`config.mk`:
```
export PLATFORM = sky130hd
export DESIGN_NAME = nbr_coord_gen_flat
export DESIGN_NICKNAME = d
export VERILOG_FILES = /design/src/rtl/nbr_coord_gen_pkg.sv /design/src/rtl/nbr_coord_gen_if.sv /design/src/rtl/nbr_coord_gen_bound.sv /design/src/rtl/nbr_coord_gen.sv /design/src/flat_wrapper.sv
export SDC_FILE = /design/constraint.sdc
export NUM_CORES = 1
export LEC_CHECK = 0
export ABC_AREA = 1
export BUFFER_PORTS_ARGS = -buffer_cell sky130_fd_sc_hd__buf_2
export CORE_ASPECT_RATIO = 0.5
export CORE_UTILIZATION = 50
export CTS_CLUSTER_SIZE = 30
export DETAILED_ROUTE_END_ITERATION = 7
export PLACE_DENSITY = 0.7
export SLEW_MARGIN = 30
export SYNTH_ARGS = -nofsm -noshare
export SYNTH_HDL_FRONTEND = slang
export SYNTH_SLANG_ARGS = --single-unit
```
`constraint.sdc`:
```
create_clock -name clk -period 4.95 [get_ports clk]
set_clock_uncertainty 0.1 [all_clocks]
set_input_delay 0.99 -clock clk [delete_from_list [all_inputs] [get_ports clk]]
set_output_delay 0.99 -clock clk [all_outputs]
set_load 0.02 [all_outputs]
```
`src/rtl/nbr_coord_gen_pkg.sv`:
```
// Shared neighbourhood-generator definitions: FSM state type and the
// radius-derived window size / index width helpers used by the scheduler too.
package nbr_pkg;

  typedef enum logic {
    IDLE = 1'b0,
    RUN  = 1'b1
  } nbr_state_e;

  // Signed offset width; holds -7..+7 for the full legal radius range.
  localparam int unsigned OFF_W = 4;

  function automatic int unsigned nbr_num(input int unsigned radius);
    return (2 * radius + 1) * (2 * radius + 1);
  endfunction

  function automatic int unsigned idx_w(input int unsigned radius);
    return $clog2(nbr_num(radius));
  endfunction

endpackage

```
`src/rtl/nbr_coord_gen_if.sv`:
```
// Request/response bundle between the cell scheduler (master) and the
// neighbourhood coordinate generator (slave).
interface nbr_coord_gen_if
  import nbr_pkg::*;
#(
  parameter int unsigned COORD_W = 8,
  parameter int unsigned RADIUS  = 1
) ();

  localparam int unsigned IDX_W = idx_w(RADIUS);

  logic               req_valid;
  logic               req_ready;
  logic [COORD_W-1:0] req_x;
  logic [COORD_W-1:0] req_y;
  logic [COORD_W-1:0] total_rows;
  logic [COORD_W-1:0] total_cols;
  logic               wrap_mode;
  logic               out_valid;
  logic               out_ready;
  logic [COORD_W-1:0] out_x;
  logic [COORD_W-1:0] out_y;
  logic [IDX_W-1:0]   out_idx;
  logic               out_oob;
  logic               out_last;

  modport master (
    output req_valid, req_x, req_y, total_rows, total_cols, wrap_mode, out_ready,
    input  req_ready, out_valid, out_x, out_y, out_idx, out_oob, out_last
  );

  modport slave (
    input  req_valid, req_x, req_y, total_rows, total_cols, wrap_mode, out_ready,
    output req_ready, out_valid, out_x, out_y, out_idx, out_oob, out_last
  );

endinterface

```
`src/rtl/nbr_coord_gen_bound.sv`:
```
// Single-axis bound: coord + signed offset, either wrapped once into [0,N)
// or flagged out-of-bounds for dead-border grids.
module nbr_bound
  import nbr_pkg::*;
#(
  parameter int unsigned COORD_W = 8
) (
  input  logic [COORD_W-1:0]      coord_i,
  input  logic signed [OFF_W-1:0] off_i,
  input  logic [COORD_W-1:0]      size_i,
  input  logic                    wrap_i,
  output logic [COORD_W-1:0]      value_o,
  output logic                    oob_o
);

  localparam int unsigned SW = COORD_W + 2;

  logic signed [SW-1:0] sum;
  logic signed [SW-1:0] size_s;
  logic                 under;
  logic                 over;

  always_comb begin
    size_s = $signed({2'b00, size_i});
    sum    = $signed({2'b00, coord_i}) + $signed({{(SW-OFF_W){off_i[OFF_W-1]}}, off_i});
    under  = sum[SW-1];
    over   = !under && (sum >= size_s);
    // Low bits suffice for the +/-N correction: the true result fits COORD_W.
    value_o = sum[COORD_W-1:0];
    if (wrap_i && under) begin
      value_o = sum[COORD_W-1:0] + size_i;
    end else if (wrap_i && over) begin
      value_o = sum[COORD_W-1:0] - size_i;
    end
    oob_o = !wrap_i && (under || over);
  end

endmodule

```
`src/rtl/nbr_coord_gen.sv`:
```
// Streams the (2R+1)^2 neighbour coordinates of one cell, wrapped or border-flagged.
// Optional macro NBR_SKIP_CENTER_EN drops the centre offset (0,0) from the stream.
module nbr_coord_gen
  import nbr_pkg::*;
#(
  parameter int unsigned COORD_W = 8,
  parameter int unsigned RADIUS  = 1
) (
  input logic          clk,
  input logic          resetn,
  nbr_coord_gen_if.slave bus
);

  localparam int unsigned IDX_W = idx_w(RADIUS);
  localparam logic signed [OFF_W-1:0] R_POS   = OFF_W'(RADIUS);
  localparam logic signed [OFF_W-1:0] R_NEG   = -R_POS;
  localparam logic signed [OFF_W-1:0] OFF_ONE = OFF_W'(1);

  nbr_state_e         state_q;
  logic               req_ready_q, out_valid_q, out_oob_q, out_last_q, wrap_q;
  logic [COORD_W-1:0] x_q, y_q, rows_q, cols_q, out_x_q, out_y_q;
  logic [IDX_W-1:0]   idx_q;
  logic signed [OFF_W-1:0] dx_q, dy_q, dx_d, dy_d;

  logic [COORD_W-1:0] src_x, src_y, src_rows, src_cols, bx_val, by_val;
  logic               src_wrap, bx_oob, by_oob, oob_any, last_d, load;

  // Next offset and its bounded coordinates are computed ahead so every output is a flop.
  always_comb begin
    dx_d     = R_NEG;
    dy_d     = R_NEG;
    src_x    = bus.req_x;
    src_y    = bus.req_y;
    src_rows = bus.total_rows;
    src_cols = bus.total_cols;
    src_wrap = bus.wrap_mode;
    if (state_q == RUN) begin
      src_x    = x_q;
      src_y    = y_q;
      src_rows = rows_q;
      src_cols = cols_q;
      src_wrap = wrap_q;
      dx_d     = dx_q;
      dy_d     = dy_q + OFF_ONE;
      if (dy_q == R_POS) begin
        dy_d = R_NEG;
        dx_d = dx_q + OFF_ONE;
      end
`ifdef NBR_SKIP_CENTER_EN
      if (dx_d == '0 && dy_d == '0) begin
        dy_d = OFF_ONE;
      end
`endif
    end
    last_d  = (dx_d == R_POS) && (dy_d == R_POS);
    oob_any = bx_oob || by_oob;
    load    = (state_q == IDLE) ? bus.req_valid : (bus.out_ready && !out_last_q);
  end

  nbr_bound #(.COORD_W(COORD_W)) u_bound_x (
    .coord_i(src_x), .off_i(dx_d), .size_i(src_rows), .wrap_i(src_wrap),
    .value_o(bx_val), .oob_o(bx_oob)
  );

  nbr_bound #(.COORD_W(COORD_W)) u_bound_y (
    .coord_i(src_y), .off_i(dy_d), .size_i(src_cols), .wrap_i(src_wrap),
    .value_o(by_val), .oob_o(by_oob)
  );

  always_ff @(posedge clk) begin
    if (!resetn) begin
      state_q     <= IDLE;
      req_ready_q <= 1'b1;
      out_valid_q <= 1'b0;
      out_x_q     <= '0;
      out_y_q     <= '0;
      idx_q       <= '0;
      out_oob_q   <= 1'b0;
      out_last_q  <= 1'b0;
      dx_q        <= '0;
      dy_q        <= '0;
      x_q         <= '0;
      y_q         <= '0;
      rows_q      <= '0;
      cols_q      <= '0;
      wrap_q      <= 1'b0;
    end else begin
      case (state_q)
        IDLE: begin
          if (bus.req_valid) begin
            x_q         <= bus.req_x;
            y_q         <= bus.req_y;
            rows_q      <= bus.total_rows;
            cols_q      <= bus.total_cols;
            wrap_q      <= bus.wrap_mode;
            idx_q       <= '0;
            state_q     <= RUN;
            req_ready_q <= 1'b0;
            out_valid_q <= 1'b1;
          end
        end
        RUN: begin
          if (bus.out_ready) begin
            if (out_last_q) begin
              state_q     <= IDLE;
              req_ready_q <= 1'b1;
              out_valid_q <= 1'b0;
            end else begin
              idx_q <= idx_q + 1'b1;
            end
          end
        end
        default: state_q <= IDLE;
      endcase
      if (load) begin
        dx_q       <= dx_d;
        dy_q       <= dy_d;
        out_x_q    <= oob_any ? '0 : bx_val;
        out_y_q    <= oob_any ? '0 : by_val;
        out_oob_q  <= oob_any;
        out_last_q <= last_d;
      end
    end
  end

  assign bus.req_ready = req_ready_q;
  assign bus.out_valid = out_valid_q;
  assign bus.out_x     = out_x_q;
  assign bus.out_y     = out_y_q;
  assign bus.out_idx   = idx_q;
  assign bus.out_oob   = out_oob_q;
  assign bus.out_last  = out_last_q;

endmodule

```
`src/flat_wrapper.sv`:
```
// flat-port wrapper written by rule: the top's interface ports become plain ports
module nbr_coord_gen_flat import nbr_pkg::*;
#(
  parameter int unsigned COORD_W = 8,
  parameter int unsigned RADIUS  = 1
)
  (clk, resetn, bus_req_valid, bus_req_x, bus_req_y, bus_total_rows, bus_total_cols, bus_wrap_mode, bus_out_ready, bus_req_ready, bus_out_valid, bus_out_x, bus_out_y, bus_out_idx, bus_out_oob, bus_out_last);
  nbr_coord_gen_if #(.COORD_W(COORD_W), .RADIUS(RADIUS)) bus_i ();
  input logic clk;
  input logic resetn;
  input wire logic [$bits(bus_i.req_valid)-1:0] bus_req_valid;
  input wire logic [$bits(bus_i.req_x)-1:0] bus_req_x;
  input wire logic [$bits(bus_i.req_y)-1:0] bus_req_y;
  input wire logic [$bits(bus_i.total_rows)-1:0] bus_total_rows;
  input wire logic [$bits(bus_i.total_cols)-1:0] bus_total_cols;
  input wire logic [$bits(bus_i.wrap_mode)-1:0] bus_wrap_mode;
  input wire logic [$bits(bus_i.out_ready)-1:0] bus_out_ready;
  output wire logic [$bits(bus_i.req_ready)-1:0] bus_req_ready;
  output wire logic [$bits(bus_i.out_valid)-1:0] bus_out_valid;
  output wire logic [$bits(bus_i.out_x)-1:0] bus_out_x;
  output wire logic [$bits(bus_i.out_y)-1:0] bus_out_y;
  output wire logic [$bits(bus_i.out_idx)-1:0] bus_out_idx;
  output wire logic [$bits(bus_i.out_oob)-1:0] bus_out_oob;
  output wire logic [$bits(bus_i.out_last)-1:0] bus_out_last;
  assign bus_i.req_valid = bus_req_valid;
  assign bus_i.req_x = bus_req_x;
  assign bus_i.req_y = bus_req_y;
  assign bus_i.total_rows = bus_total_rows;
  assign bus_i.total_cols = bus_total_cols;
  assign bus_i.wrap_mode = bus_wrap_mode;
  assign bus_i.out_ready = bus_out_ready;
  assign bus_req_ready = bus_i.req_ready;
  assign bus_out_valid = bus_i.out_valid;
  assign bus_out_x = bus_i.out_x;
  assign bus_out_y = bus_i.out_y;
  assign bus_out_idx = bus_i.out_idx;
  assign bus_out_oob = bus_i.out_oob;
  assign bus_out_last = bus_i.out_last;
  nbr_coord_gen #(.COORD_W(COORD_W), .RADIUS(RADIUS)) u_core (.clk(clk), .resetn(resetn), .bus(bus_i));
endmodule
```
; After elaboration in Yosys (flattened, before gate mapping)
; Cells that the tools add are included.
[word_totals]
ff_bits = 66
[op_classes]
bitwise_logic = 1
n_lt_le_gt_ge = 2
add_sub_neg = 9
n_mux = 32
n_reduce_logical = 20
eq_ne = 7
[ops]
columns = op, count
row1 = $mux W8, 10
row2 = $mux W4, 7
row3 = $add A9 B4 Y10, 2
row4 = $ge A10 B9 Y1, 2
row5 = $add A8 B8 Y8, 2
row6 = $sub A8 B8 Y8, 2
row7 = $eq A4 B2 Y1 const B, 3
row8 = $mux W1, 11
row9 = $logic_and A1 B1 Y1, 10
row10 = $add A4 B2 Y4 const B, 2
row11 = $ne A2 B2 Y1 const B, 4
row12 = $pmux W4 S2, 1
row13 = $pmux W1 S2, 3
row14 = $reduce_and A3 Y1, 2
row15 = $add A4 B1 Y4 const B, 1
row16 = $logic_not A1 Y1, 4
row17 = $logic_or A1 B1 Y1, 3
row18 = $reduce_and A2 Y1, 1
row19 = $not A1 Y1, 1

; Longest topological paths before layout
[logic_depth]
ltp_word = 10
depth_mapped = 31
mapped_depth_nobuf = 31

; Hierarchy
; Synthesis repeated with hierarchy kept, for this count alone.
[hier_totals]
hier_cells = 857
area_unflattened_um2 = 5646.7
[by_module_without_submodules]
columns = module, seq_area_each_um2, cells_each, n_inst, area_per_inst_um2
row1 = nbr_coord_gen, 1321.3, 417, 1, 2932.8
row2 = nbr_bound at u_core.u_bound_y, 0.0, 221, 1, 1361.3
row3 = nbr_bound at u_core.u_bound_x, 0.0, 219, 1, 1352.5

; Worst setup path before layout
; Ideal clock, no wire load.
[synth_path]
path_type = input to register
from = input bus_req_y[0]
to = register u_core.out_oob_q, in the netlist u_core.bus.out_oob
path_stages = 22
t_arrival_ns = 3.930
slack_ns = 0.812
n_path_buf = 1
t_required_ns = 4.741
path_cell_list = nand2_1 -> nand2_1 -> ha_1 -> fa_1 -> nand3_1 -> nand2_1 -> a21oi_1 -> o21ai_0 -> xor2_1 -> inv_1 -> ha_1 -> clkbuf_1 -> inv_1 -> a21oi_1 -> o21bai_1 -> o21ai_2 -> nand2_2 -> o21ai_4 -> nand2_4 -> nor2_4 -> or2_1 -> inv_1
[synth_via]
elab_chain_cells = 7
elab_cells_between_ends = 8
cone_classes = 1 x add/sub / 1 x order compare / 1 x mux / 5 x reduce/logical
[synth_rtl]
columns = element, line
row1 = start: declaration, flat_wrapper.sv:13  ; input wire logic [$bits(bus_i.req_y)-1:0] bus_req_y;
row2 = $mux W8 *, nbr_coord_gen.sv:37  ; if (state_q == RUN) begin
row3 = $add A9 B4 Y10 *, nbr_coord_gen_bound.sv:25  ; sum = $signed({2'b00, coord_i}) + $signed({{(SW-OFF_W){off_i[OFF_W-1]}}, off_i});
row4 = $ge A10 B9 Y1 or $logic_not A1 Y1 (tied branches), nbr_coord_gen_bound.sv:27  ; over = !under && (sum >= size_s);
row5 = $logic_and A1 B1 Y1, nbr_coord_gen_bound.sv:27
row6 = $logic_or A1 B1 Y1 *, nbr_coord_gen_bound.sv:35  ; oob_o = !wrap_i && (under || over);
row7 = $logic_and A1 B1 Y1 *, nbr_coord_gen_bound.sv:35
row8 = $logic_or A1 B1 Y1 *, nbr_coord_gen.sv:56  ; oob_any = bx_oob || by_oob;
row9 = end signal: assignment, nbr_coord_gen.sv:120  ; out_oob_q <= oob_any;
row10 = end: declaration, nbr_coord_gen.sv:20  ; logic req_ready_q, out_valid_q, out_oob_q, out_last_q, wrap_q;
; Mark *: on every way between the ends. The rest lies on a longest branch, timed or not.
; A chain may end at the register's enable or synchronous reset.

; Final worst setup path
[layout_path]
from = register u_core.dy_q[1]
to = register u_core.out_y_q[7], in the netlist u_core.bus.out_y[7]
[layout_via]
elab_chain_cells = 10
elab_cells_between_ends = 26
cone_classes = 5 x add/sub / 2 x order compare / 1 x eq/ne / 7 x mux / 11 x reduce/logical
[layout_rtl]
columns = element, line
row1 = start: declaration, nbr_coord_gen.sv:23  ; logic signed [OFF_W-1:0] dx_q, dy_q, dx_d, dy_d;
row2 = start signal: assignment, nbr_coord_gen.sv:117  ; dy_q <= dy_d;
row3 = $eq A4 B2 Y1 *, nbr_coord_gen.sv:45  ; if (dy_q == R_POS) begin
row4 = $mux W4 *, nbr_coord_gen.sv:45
row5 = $mux W4 *, nbr_coord_gen.sv:37
row6 = net u_core.dy_d[0], nbr_coord_gen.sv:23
row7 = $add A9 B4 Y10 *, nbr_coord_gen_bound.sv:25
row8 = $ge A10 B9 Y1 or $logic_not A1 Y1 (tied branches), nbr_coord_gen_bound.sv:27
row9 = $logic_and A1 B1 Y1, nbr_coord_gen_bound.sv:27
row10 = $logic_and A1 B1 Y1 or $logic_or A1 B1 Y1 (tied branches), "nbr_coord_gen_bound.sv:32, nbr_coord_gen_bound.sv:35"
row11 = $mux W8 or $logic_and A1 B1 Y1 (tied branches), "nbr_coord_gen_bound.sv:32, nbr_coord_gen_bound.sv:35"
row12 = $mux W8 or $logic_or A1 B1 Y1 (tied branches), "nbr_coord_gen_bound.sv:30, nbr_coord_gen.sv:56"
row13 = $mux W8 *, nbr_coord_gen.sv:119  ; out_y_q <= oob_any ? '0 : by_val;
row14 = end signal: assignment, nbr_coord_gen.sv:119
row15 = end: declaration, nbr_coord_gen.sv:21  ; logic [COORD_W-1:0] x_q, y_q, rows_q, cols_q, out_x_q, out_y_q;
; The timed path passes the listed nets; every way through them passes the cells marked *.

==> results by group <==
Critical path
  – R2R Path Start: u_core.dy_q[1]$_SDFFE_PN0P_
  – R2r setup slk: 0.40 ns
  – Worst path required time: 5.10 ns
  – Setup CP Type: flop to flop
  – Top Family by Delay on Critical Path: adder cells
  – R2R depth: 24
  – CP Capture Type: flop
  – Worst setup path startpoint: u_core.dy_q[1]$_SDFFE_PN0P_
  – Crit. path cell count: 24
  – CP max FO: 9
  – Crit path max-delay cell type: ha_1
  – Crit path capture: u_core.bus.out_y[7]$_SDFFE_PN0P_
  – Startpoint Class: flop
  – Critical path buffer and inverter count: 5
  – WP data arrival: 4.71 ns
  – Most used cell, CP: inv_1
  – CP Cell Sequence: inv_1 > ha_1 > nand2_2 > nand2_2 > nor2_1 > inv_1 > ha_1 > fa_1 > nand3_1 > nand2_1 > a21oi_1 > o21ai_0 > xor2_1 > inv_1 > ha_1 > inv_1 > a21oi_1 > o21bai_1 > o21ai_2 > nand2_2 > o21ai_4 > buf_4 > nand4_1 > a21oi_1
  – Largest stage delay, worst path: 0.43 ns
  – R2R Path End: u_core.bus.out_y[7]$_SDFFE_PN0P_

Route
  – Wirelength per Cell: 14.1 um
  – # DRC: 0
  – 1st-iter DRT viols: 340
  – Via count: 5522
  – Via-to-Cell Ratio: 5.38
  – DRT antenna net count: 0
  – Drt pass-1 iters: 4
  – Final WL: 14500 um

Die
  – Initial core utilization: 52.6%
  – IO Pins: 61
  – Die area: 11400 sq um
  – Die H: 76.1 um
  – Row count: 26
  – Die Width: 150 um
  – Core box area: 10400 sq um

STA
  – Tcrit/Tclk final: 92.0%
  – FMAX: 220 MHz
  – Headroom to the max-slew limit: 44.2%
  – Post-layout min period: 4.55 ns
  – Setup Viol. Count Final: 0
  – RSZ-0062 raised after global routing: no
  – Worst-Margin Slew: 0.836 ns
  – Final Max Tran Viols: 0
  – Setup TNS: 0 ns
  – Worst hold margin: 0.355 ns
  – Final hold viol count: 0
  – Post-route worst setup slack: 0.396 ns

Clock tree
  – Clk root buf: clkbuf_16
  – Worst skew pair latency: 0.34 ns
  – Worst-path clk slew: 0.06 ns
  – Num CTS Buffers: 9
  – CTS tree: yes
  – CTS sink cnt: 66
  – CTS Buffer Depth: 2
  – CTS Hold Bufs: 0
  – CTS H-tree depth: 3

Final layout
  – FF/Latch Area: 1330 sq um
  – Most frequent cells in the layout: 180 x nand2_1, 108 x inv_1, 81 x a21oi_1
  – Nets: 976
  – Area delta synth->final: 13.2%
  – Most common cell after layout, fill and taps aside: nand2_1
  – Fill cells: 986
  – ANT cells: 0
  – Ratio of cells with drive above 1 in the final layout: 14.1%
  – Non-Filler Instances: 1027
  – Multi-input gate area: 3650 sq um

Global routing
  – Antenna violations before repair: 0
  – Pin count of the biggest net entering global routing: 51
  – M3 GR Usage: 4.31%
  – Busiest layer in global routing: met2
  – GR Layer Usage met1: 38.0%
  – First-pass GRT wire length: 23900 um
  – Grt total ovfl: 0
  – Vias in the first global route: 4968
  – All-Layer GR Usage: 26.2%
  – GR Layer Usage met2: 40.4%

Synthesis
  – Synth top area cells: dfxtp_1 24%, nand2_1 12%, ha_1 12%, a21oi_1 7.4%, inv_1 7.4%
  – Yosys reg bits: 66
  – Post-synthesis net count: 923
  – Synthesized instance count: 829
  – Post-Syn Area: 5500 sq um
  – Largest area contributor in the netlist: dfxtp_1
  – Syn avg cell area: 6.63 sq um
  – Synth top area share: 24.0%
  – Yosys Warn Count: 0
  – Register area share after synthesis: 24.0%
  – Distinct cells, synth: 42

Pwr
  – Comb pwr share: 53.0%
  – P_leak: 0.00310 uW
  – Pint: 1400 uW
  – Switching share of power: 45.1%
  – Power Density: 409 nW/um^2
  – Switch Pwr: 1150 uW
  – Tot Pwr: 2550 uW
  – Peak supply drop: 204 uV
  – Clock power frac: 23.3%
  – Sequential share of power: 23.7%

Placed design
  – Placed cell count: 1010
  – Place WS: 0.260 ns
  – IO Port Bufs: 60
  – Final Wtd Congestion: 0.946
  – DP HPWL: 11000 um

Min path
  – Hold Path Depth: 1
  – Worst Hold Class: flop to flop

Run status
  – Outcome: complete, no violations

Job
  – Max-cap check violation count: 0
==> synth_stat cells (all sizes together) <==
cell type and count:
a211oi 2, a21o 3, a21oi 82, a221oi 3, a31o 1, a41oi 1, buf 4, clkbuf 23
clkinv 3, dfxtp 66, fa 5, ha 52, inv 112, nand2 198, nand3 63, nand3b 4
nand4 23, nor2 55, nor3 3, nor4 4, o211ai 2, o21ai 76, o21bai 3, o311ai 2
o31ai 2, or2 1, xnor2 4, xor2 32
==> per-layer routing <==
layer  vias up  part of all wire, %
li1       2840                    -
met1      2533                   52
met2       135                   43
met3        14                  4.8
met4         0                 0.91
met5         -                    0
==> metrics by stage <==
step	utilization, %	instance area [sq um]
final	59.6	6220
after global routing	59.6	6220
after CTS	59.5	6210
after detailed placement	56.9	5940
after global placement	56.9	5940
after floorplan	-	5500
==> worst min path at each step <==
| stage | from | endpoint |
|---|---|---|
| 2_1_floorplan | u_core.y_q[2]$_SDFFE_PN0P_ | u_core.y_q[2]$_SDFFE_PN0P_ |
| 3_3_place_gp | u_core.bus.out_idx[3]$_SDFFE_PN0P_ | u_core.bus.out_idx[3]$_SDFFE_PN0P_ |
| 3_5_place_dp | u_core.bus.req_ready$_SDFFE_PN1P_ | u_core.bus.req_ready$_SDFFE_PN1P_ |
| 4_1_cts | u_core.bus.out_idx[3]$_SDFFE_PN0P_ | u_core.bus.out_idx[3]$_SDFFE_PN0P_ |
| 5_1_grt | u_core.bus.out_y[1]$_SDFFE_PN0P_ | u_core.bus.out_y[1]$_SDFFE_PN0P_ |
| 6_report | u_core.bus.out_idx[3]$_SDFFE_PN0P_ | u_core.bus.out_idx[3]$_SDFFE_PN0P_ |
==> power by group through the flow <==
stage | Sequential [uW] | Combinational [uW] | Clock [uW]
final | 604 | 1350 | 594
after global routing | 610 | 1500 | 623
after CTS | 604 | 1320 | 600
after detailed placement | 615 | 1310 | 0
after global placement | 613 | 1320 | 0
after floorplan | 629 | 988 | 0
==> sequential cells by signal, indices dropped and copies added (netlist names) <==
| name | flops |
|---|---|
| u_core.bus.out_oob | 1 |
| u_core.bus.out_x | 8 |
| u_core.x_q | 8 |
| u_core.dy_q | 4 |
| u_core.rows_q | 8 |
| u_core.bus.out_last | 1 |
| u_core.wrap_q | 1 |
| u_core.bus.out_idx | 4 |
| u_core.state_q | 1 |
| u_core.y_q | 8 |
| u_core.bus.out_valid | 1 |
| u_core.bus.out_y | 8 |
| u_core.cols_q | 8 |
| u_core.dx_q | 4 |
| u_core.bus.req_ready | 1 |
==> kinds of logic (layout without fill, tap and decap cells) <==
group / count (synthesis) / in the layout / share of synthesized area [%]
DFF: 66 / 66 / 24.0
buffers and inverters: 142 / 200 / 9.79
xor gates and xnor gates: 36 / 36 / 5.74
AOI/OAI and AO/OA: 177 / 177 / 17.5
and+or+nand+nor: 351 / 351 / 29.3
adders and majority gates: 57 / 57 / 13.7
==> cell type report <==
type / count / area share, %
flip-flops and latches: 66 / 21.3
repair buffers: 69 / 5.91
clock inverters: 5 / 0.482
inverters: 115 / 6.93
well taps: 140 / 2.81
clock buffers: 11 / 3.90
multi-input cells: 621 / 58.7
==> timing repair <==
action	CTS	global route
endpoints found under the setup margin	0	11
buffers inserted	0	1
gates resized for setup	0	1
==> worst register-to-register path: stages (launching register included) <==
cell	delay [ns]
dfxtp_1	0.36
inv_1	0.07
ha_1	0.22
nand2_2	0.15
nand2_2	0.08
nor2_1	0.15
inv_1	0.06
ha_1	0.25
fa_1	0.41
nand3_1	0.09
nand2_1	0.10
a21oi_1	0.15
o21ai_0	0.11
xor2_1	0.22
inv_1	0.09
ha_1	0.43
inv_1	0.13
a21oi_1	0.18
o21bai_1	0.10
o21ai_2	0.15
nand2_2	0.16
o21ai_4	0.25
buf_4	0.17
nand4_1	0.14
a21oi_1	0.14
Power figures use the tool's default switching activity.
